File: config.mk
export PLATFORM = sky130hd
export DESIGN_NAME = rng_scheduler
export DESIGN_NICKNAME = d
export VERILOG_FILES = /design/src/rtl/rng_scheduler.sv
export SDC_FILE = /design/constraint.sdc
export NUM_CORES = 1
export LEC_CHECK = 0
export BUFFER_PORTS_ARGS = -buffer_cell sky130_fd_sc_hd__buf_4
export CAP_MARGIN = 20
export CORE_MARGIN = 2
export CORE_UTILIZATION = 54
export DETAILED_ROUTE_END_ITERATION = 8
export PLACE_DENSITY = 0.88
export SLEW_MARGIN = 30
export SYNTH_ARGS = -nofsm -noshare
export SYNTH_HDL_FRONTEND = slang
export SYNTH_SLANG_ARGS = --single-unit
File: constraint.sdc
create_clock -name clk -period 2.6 [get_ports clk]
set_input_delay 0.13 -clock clk [delete_from_list [all_inputs] [get_ports clk]]
set_output_delay 0.13 -clock clk [all_outputs]
set_load 0.05 [all_outputs]
File: src/rtl/rng_scheduler.sv
// Shared 32-bit XNOR LFSR random source, handed out one word per grant
// to NUM_REQ requesters in round-robin order after a warm-up period.
module rng_scheduler #(
  parameter int          NUM_REQ       = 4,
  parameter int          RNG_BIT_WIDTH = 32,
  parameter logic [31:0] SEED          = 32'h21B0C781,
  parameter int          WARMUP_CYCLES = 16
) (
  input  logic                     clk,
  input  logic                     rst,
  input  logic                     seed_load,
  input  logic [31:0]              seed_data,
  input  logic [NUM_REQ-1:0]       req,
  output logic [NUM_REQ-1:0]       grant,
  output logic                     rnd_valid,
  output logic [RNG_BIT_WIDTH-1:0] rnd_data,
  output logic                     ready
);

  localparam int PTR_W = (NUM_REQ > 1) ? $clog2(NUM_REQ) : 1;
  localparam logic [7:0] WARM_LAST = 8'(WARMUP_CYCLES - 1);
  localparam logic [31:0] LOCKUP = 32'hFFFF_FFFF;

  typedef enum logic [0:0] {
    WARMUP = 1'b0,
    SERVE  = 1'b1
  } state_t;

  state_t                   state_r;
  state_t                   state_nxt_s;
  logic [31:0]              lfsr_r;
  logic [7:0]               warm_cnt_r;
  logic [PTR_W-1:0]         rr_ptr_r;
  logic [NUM_REQ-1:0]       grant_r;
  logic                     rnd_valid_r;
  logic [RNG_BIT_WIDTH-1:0] rnd_data_r;
  logic                     found_s;
  logic [PTR_W-1:0]         winner_s;
  logic [PTR_W-1:0]         ptr_nxt_s;
  logic [31:0]              seed_safe_s;

  // XNOR taps 32,22,2,1; the all-ones word is the only lockup state.
  function automatic logic [31:0] lfsr_step(input logic [31:0] s);
    return {s[30:0], ~(s[31] ^ s[21] ^ s[1] ^ s[0])};
  endfunction

  // Round-robin search: first set request at or above rr_ptr, wrapping.
  always_comb begin
    found_s  = 1'b0;
    winner_s = '0;
    for (int k = 0; k < NUM_REQ; k++) begin
      int idx;
      idx = (int'(rr_ptr_r) + k) % NUM_REQ;
      if (!found_s && req[PTR_W'(idx)]) begin
        found_s  = 1'b1;
        winner_s = PTR_W'(idx);
      end else begin
        found_s  = found_s;
      end
    end
  end

  // Pointer advance past the winner and lockup-safe reseed value.
  always_comb begin
    ptr_nxt_s   = '0;
    seed_safe_s = seed_data;
    if (int'(winner_s) == NUM_REQ - 1) begin
      ptr_nxt_s = '0;
    end else begin
      ptr_nxt_s = winner_s + {{(PTR_W-1){1'b0}}, 1'b1};
    end
    if (seed_data == LOCKUP) begin
      seed_safe_s = SEED;
    end else begin
      seed_safe_s = seed_data;
    end
  end

  // FSM next state: warm-up ends on its last counted advance.
  always_comb begin
    state_nxt_s = state_r;
    case (state_r)
      WARMUP: begin
        if (warm_cnt_r == WARM_LAST) begin
          state_nxt_s = SERVE;
        end else begin
          state_nxt_s = WARMUP;
        end
      end
      SERVE:   state_nxt_s = SERVE;
      default: state_nxt_s = WARMUP;
    endcase
  end

  // All state: reset beats reseed beats normal stepping and granting.
  always_ff @(posedge clk) begin
    if (rst) begin
      lfsr_r      <= SEED;
      state_r     <= WARMUP;
      warm_cnt_r  <= 8'd0;
      rr_ptr_r    <= '0;
      grant_r     <= '0;
      rnd_valid_r <= 1'b0;
      rnd_data_r  <= '0;
    end else if (seed_load) begin
      lfsr_r      <= seed_safe_s;
      state_r     <= WARMUP;
      warm_cnt_r  <= 8'd0;
      grant_r     <= '0;
      rnd_valid_r <= 1'b0;
    end else begin
      lfsr_r  <= lfsr_step(lfsr_r);
      state_r <= state_nxt_s;
      if (state_r == WARMUP) begin
        warm_cnt_r <= warm_cnt_r + 8'd1;
      end else begin
        warm_cnt_r <= warm_cnt_r;
      end
      if (state_r == SERVE && found_s) begin
        grant_r     <= {{(NUM_REQ-1){1'b0}}, 1'b1} << winner_s;
        rnd_valid_r <= 1'b1;
        rnd_data_r  <= lfsr_r[RNG_BIT_WIDTH-1:0];
        rr_ptr_r    <= ptr_nxt_s;
      end else begin
        grant_r     <= '0;
        rnd_valid_r <= 1'b0;
      end
    end
  end

  assign grant     = grant_r;
  assign rnd_valid = rnd_valid_r;
  assign rnd_data  = rnd_data_r;
  assign ready     = (state_r == SERVE);

endmodule

Yosys cells after proc, flatten, opt, wreduce, memory -nomap -nowiden:

Index checks and enable logic that the tools add are counted.

* register bits: 80
* input port bits: 39
* output and inout bits: 38

* add/subtract/negate cells: 5
* magnitude comparators: 4
* equality and inequality tests: 3
* shift-type cells: 1
* multiplexer cells: 26
* bitwise logic cells: 7
* reductions and logical operators: 10

Operators with widths (number)
* $mux 32: 2
* $eq 32x32->1 const B: 1
* $lt 2x4->1 const B: 4
* $mux 1: 14
* $mux 2: 5
* $add 8x1->8 const B: 1
* $bmux 1 s2: 4
* $eq 8x4->1 const B: 1
* $add 2x1->2 const B: 2
* $add 2x2->2 const B: 2
* $logic_and 1x1->1: 4
* $not 1->1: 4
* $shl 1x2->4 const A: 1
* $logic_not 1->1: 3
* $reduce_or 3->1: 1
* $xor 1x1->1: 3
* $eq 2x1->1 const B: 1
* $pmux 1 s2: 1
* $reduce_and 2->1: 1
* $reduce_or 2->1: 1

Logic depth before layout (Yosys ltp):

* word-level depth: 16
* gate-level depth with buffers: 6

Worst setup path after synthesis:

Ideal clock, no wire load.

* path type: flip-flop to flip-flop
* start: register state_r, in the netlist ready
* end: register rnd_data_r[10], in the netlist rnd_data[10]
* setup time: 70 ps
* arrival: 1566 ps
* required time: 2530 ps
* slack: 963 ps
* stages on the path, launching flop included: 7
* buffers on the path: 3
* period minus slack after synthesis: 1637 ps
* cell sequence: dfxtp_1 > clkbuf_1 > and3b_1 > buf_6 > buf_2 > nand2_1 > a21oi_1

* longest elaborated chain between the ends: 2

Ends and longest elaborated chain
* start: declaration: RTL line 29 `state_t state_r;`
* start signal: assignment: RTL line 113 `state_r <= state_nxt_s;`
* $logic_and 1x1->1: RTL line 119 `if (state_r == SERVE && found_s) begin`
* $reduce_and 2->1 (no line)
* end signal: assignment: RTL line 122 `rnd_data_r <= lfsr_r[RNG_BIT_WIDTH-1:0];`
* end: declaration: RTL line 36 `logic [RNG_BIT_WIDTH-1:0] rnd_data_r;`

No other way between the ends.
A chain may end at the register's enable or synchronous reset.

Final worst setup path:

* start: register state_r, in the netlist ready
* end: register rnd_data_r[25], in the netlist rnd_data[25]

The elaborated chain is that of the path after synthesis.

==> impl_metrics.toml <==
[yosys]
synth.avg_cell_area_sq_um = 8.884
synth.most_common_cell = "nand2_1"
synthFlopType = "dfxtp_1"
mappedNetlistArea_sq_um = 3198
syn_inst = 360
yosysTopAreaCell = "dfxtp_1"
yosys.cell_types.count = 43
synth_commonest_cells = "nand2_1 (87), dfxtp_1 (80), a21oi_1 (35)"
ys_seq_area_share_pct = 50.08
syn-num-nets = 400
synth_top_area_share_pct = 50.08
synthArstFlopShare_pct = 0
synth_enable_flop_cells = 0
yosys_warnings = 0
synth_area_leaders = "dfxtp_1 (50%), nand2_1 (10%), a21oi_1 (5.5%)"
synth_seq_cells = 80

[clock_network]
cts_sinks = 80
cts_buffers = 9
cts.path.max_buffers = 2
cts_hold_buf = 6
cts_root_buffer = "clkbuf_8"
clk_latency_ns = 0.35
path_clk_slew_ns = 0.08
cts_max_level = 3
cts_tree = "done"
cts_setup_buffers = 0
cts_resized = 0

[sta]
setup-violations-final = 0
fin_crit_sh_pct = 64.03
post-route-min-period_ns = 1.665
setup_tns_ns = 0
rsz0062_at_grt = "false"
relSlewSlack_pct = 46.35
drv_slew = 0
skew_ns = 0.01230
timing.fmax_ghz = 0.6006
fin_ws_ns = 0.9351
tightest_slew_ns = 0.8048
hold_viol = 0
hold_ws_ns = 0.01068

[detailed_routing]
vias = 2786
drtIter0Drc = 143
drt-met1-wl_microns = 3252
post-route-drc-count = 0
dr.max_layer_used = "met4"
met3RoutedLength_microns = 420
dr.pass1.iters = 4
wl_per_cell_microns = 14.34
postRouteWirelength_microns = 7284
viasPerCell = 5.484
ant_nets = 0
wl_met2_microns = 3485

[global_route]
grt_pass1_wl_microns = 11700
grt_start_max_net_pins = 91
grt_pass1_vias = 2531
antenna_found_initial = 0
grt_overflow = 0
track_usage_pct = 23.44

[floorplan]
fp.dieW_microns = 80.96
die_h_microns = 80.96
io_pins = 77
start_util_pct = 54.99
die_area_sq_um = 6554
rows = 28
core-area_sq_um = 5816

[placed_design]
gp_congestion = 0.7483
place_area_sq_um = 3746
dp_slack_ns = 0.7755
dp_hpwl_microns = 4935
io_buffers = 76
dp.cells = 486

[worst_hold_path]
hold_path.class = "in -> reg"

[power_and_ir_drop]
max-vdd-ir-drop_mv = 0.4582
total_leakage_power_nw = 1.604
power_switching_share_pct = 21.95
pwr-share-clk_pct = 40.3
total_power_mw = 2.461
share_comb_of_total_power_pct = 7.5
power_density_nw_per_um2 = 611.2
internal_power_mw = 1.921
seq_power_share_pct = 52.2
switching_power_mw = 0.5401

[cells_and_area]
layoutNonFillerInstCount = 508
final_nets = 468
drive_above_1_share_pct = 27.71
final_core_util_pct = 69.23
stdcell_area_sq_um = 4026
antenna_cells = 0
area_growth_pct = 25.90

[worst_setup_path]
crit_path_end_kind = "register"
path_class = "reg -> reg"
arrival_ns = 1.86
critical_path.cell_chain = "nand3b_2 > buf_4 > nand2_1 > a21oi_1"
cp_slowest_cell = "dfxtp_1"
crit_fanout = 27
start_kind = "register"
crit_required_ns = 2.80
slowest_delay_ns = 0.51

[status]
status = "completed"

[run]
cap_violations = 0
layer usage:
metal	GRT usage (%)	up-vias
met5	0	-
met2	37.11	85
met4	12.03	0
met3	3.889	10
li1	-	1382
met1	30.88	1309
kinds of logic (layout without fill, tap and decap cells):
family	count (synthesis)	count (layout)	synth area share, %
simple gates	161	161	25.94
compound gates	78	78	16.12
flops	80	80	50.08
mux	1	1	0.3130
buf+inv	30	103	4.695
fa+ha+maj	1	1	0.3912
xor+xnor	9	9	2.465
state kept, by name, summed over array words and instances, names as in the netlist:
name and cells:
rnd_data 32, warm_cnt_r 8, grant 4, ready 1
rr_ptr_r 2, rnd_valid 1, lfsr_r 32
power groups by stage:
stage               logic [mW]  registers, mW  clock network [mW]
CTS                      0.185           1.28                1.00
global placement         0.171           1.31                   0
detailed placement       0.175           1.31                   0
floorplan                0.106           1.30                   0
finish                   0.185           1.28               0.992
global route             0.203           1.29                1.06
layout make-up:
cell class                      instances  area [sq um]
Clock buffer                           10         137.6
Clock inverter                          6         82.58
Fill cell                             478          1789
Inverter                                1         3.754
Multi-Input combinational cell        250          1446
Sequential cell                        80          1602
Tap cell                               75         93.84
Timing Repair Buffer                   86         660.6
worst max-delay path, delay by kind of cell, from the launching register on:
kind / cells / cell delay [ns]
flops: 1 / 0.51
compound gates: 1 / 0.06
buf+inv: 1 / 0.37
simple gates: 2 / 0.58
worst paths after layout:
path,endpoint,slack (ns),start,cells after the start
hold reg to reg,rnd_data[22],0.45,lfsr_r[22],2
setup / recovery,rnd_data[25],0.94,ready,4
setup reg to reg,rnd_data[25],0.94,ready,4
hold / removal,lfsr_r[24],0.01,seed_data[24],2
placed cells by master, fill, tap and decap left out, drive strengths merged, types with 2 or more instances in the layout:
cell	netlist	final
nor2	12	12
and3	2	2
nand2b	2	2
a211o	12	12
nor2b	13	13
clkinv	0	3
bufinv	0	2
nand4	8	8
a21oi	35	35
clkbuf	16	10
nor4	3	3
or4	3	3
o21ai	2	2
or3b	20	20
o22a	2	2
nand3	2	2
o31ai	20	20
xnor2	5	5
buf	13	80
dfxtp	80	80
nand2	87	87
dlygate4sd3	0	6
xor2	4	4
a211oi	2	2
Power figures use the tool's default switching activity.
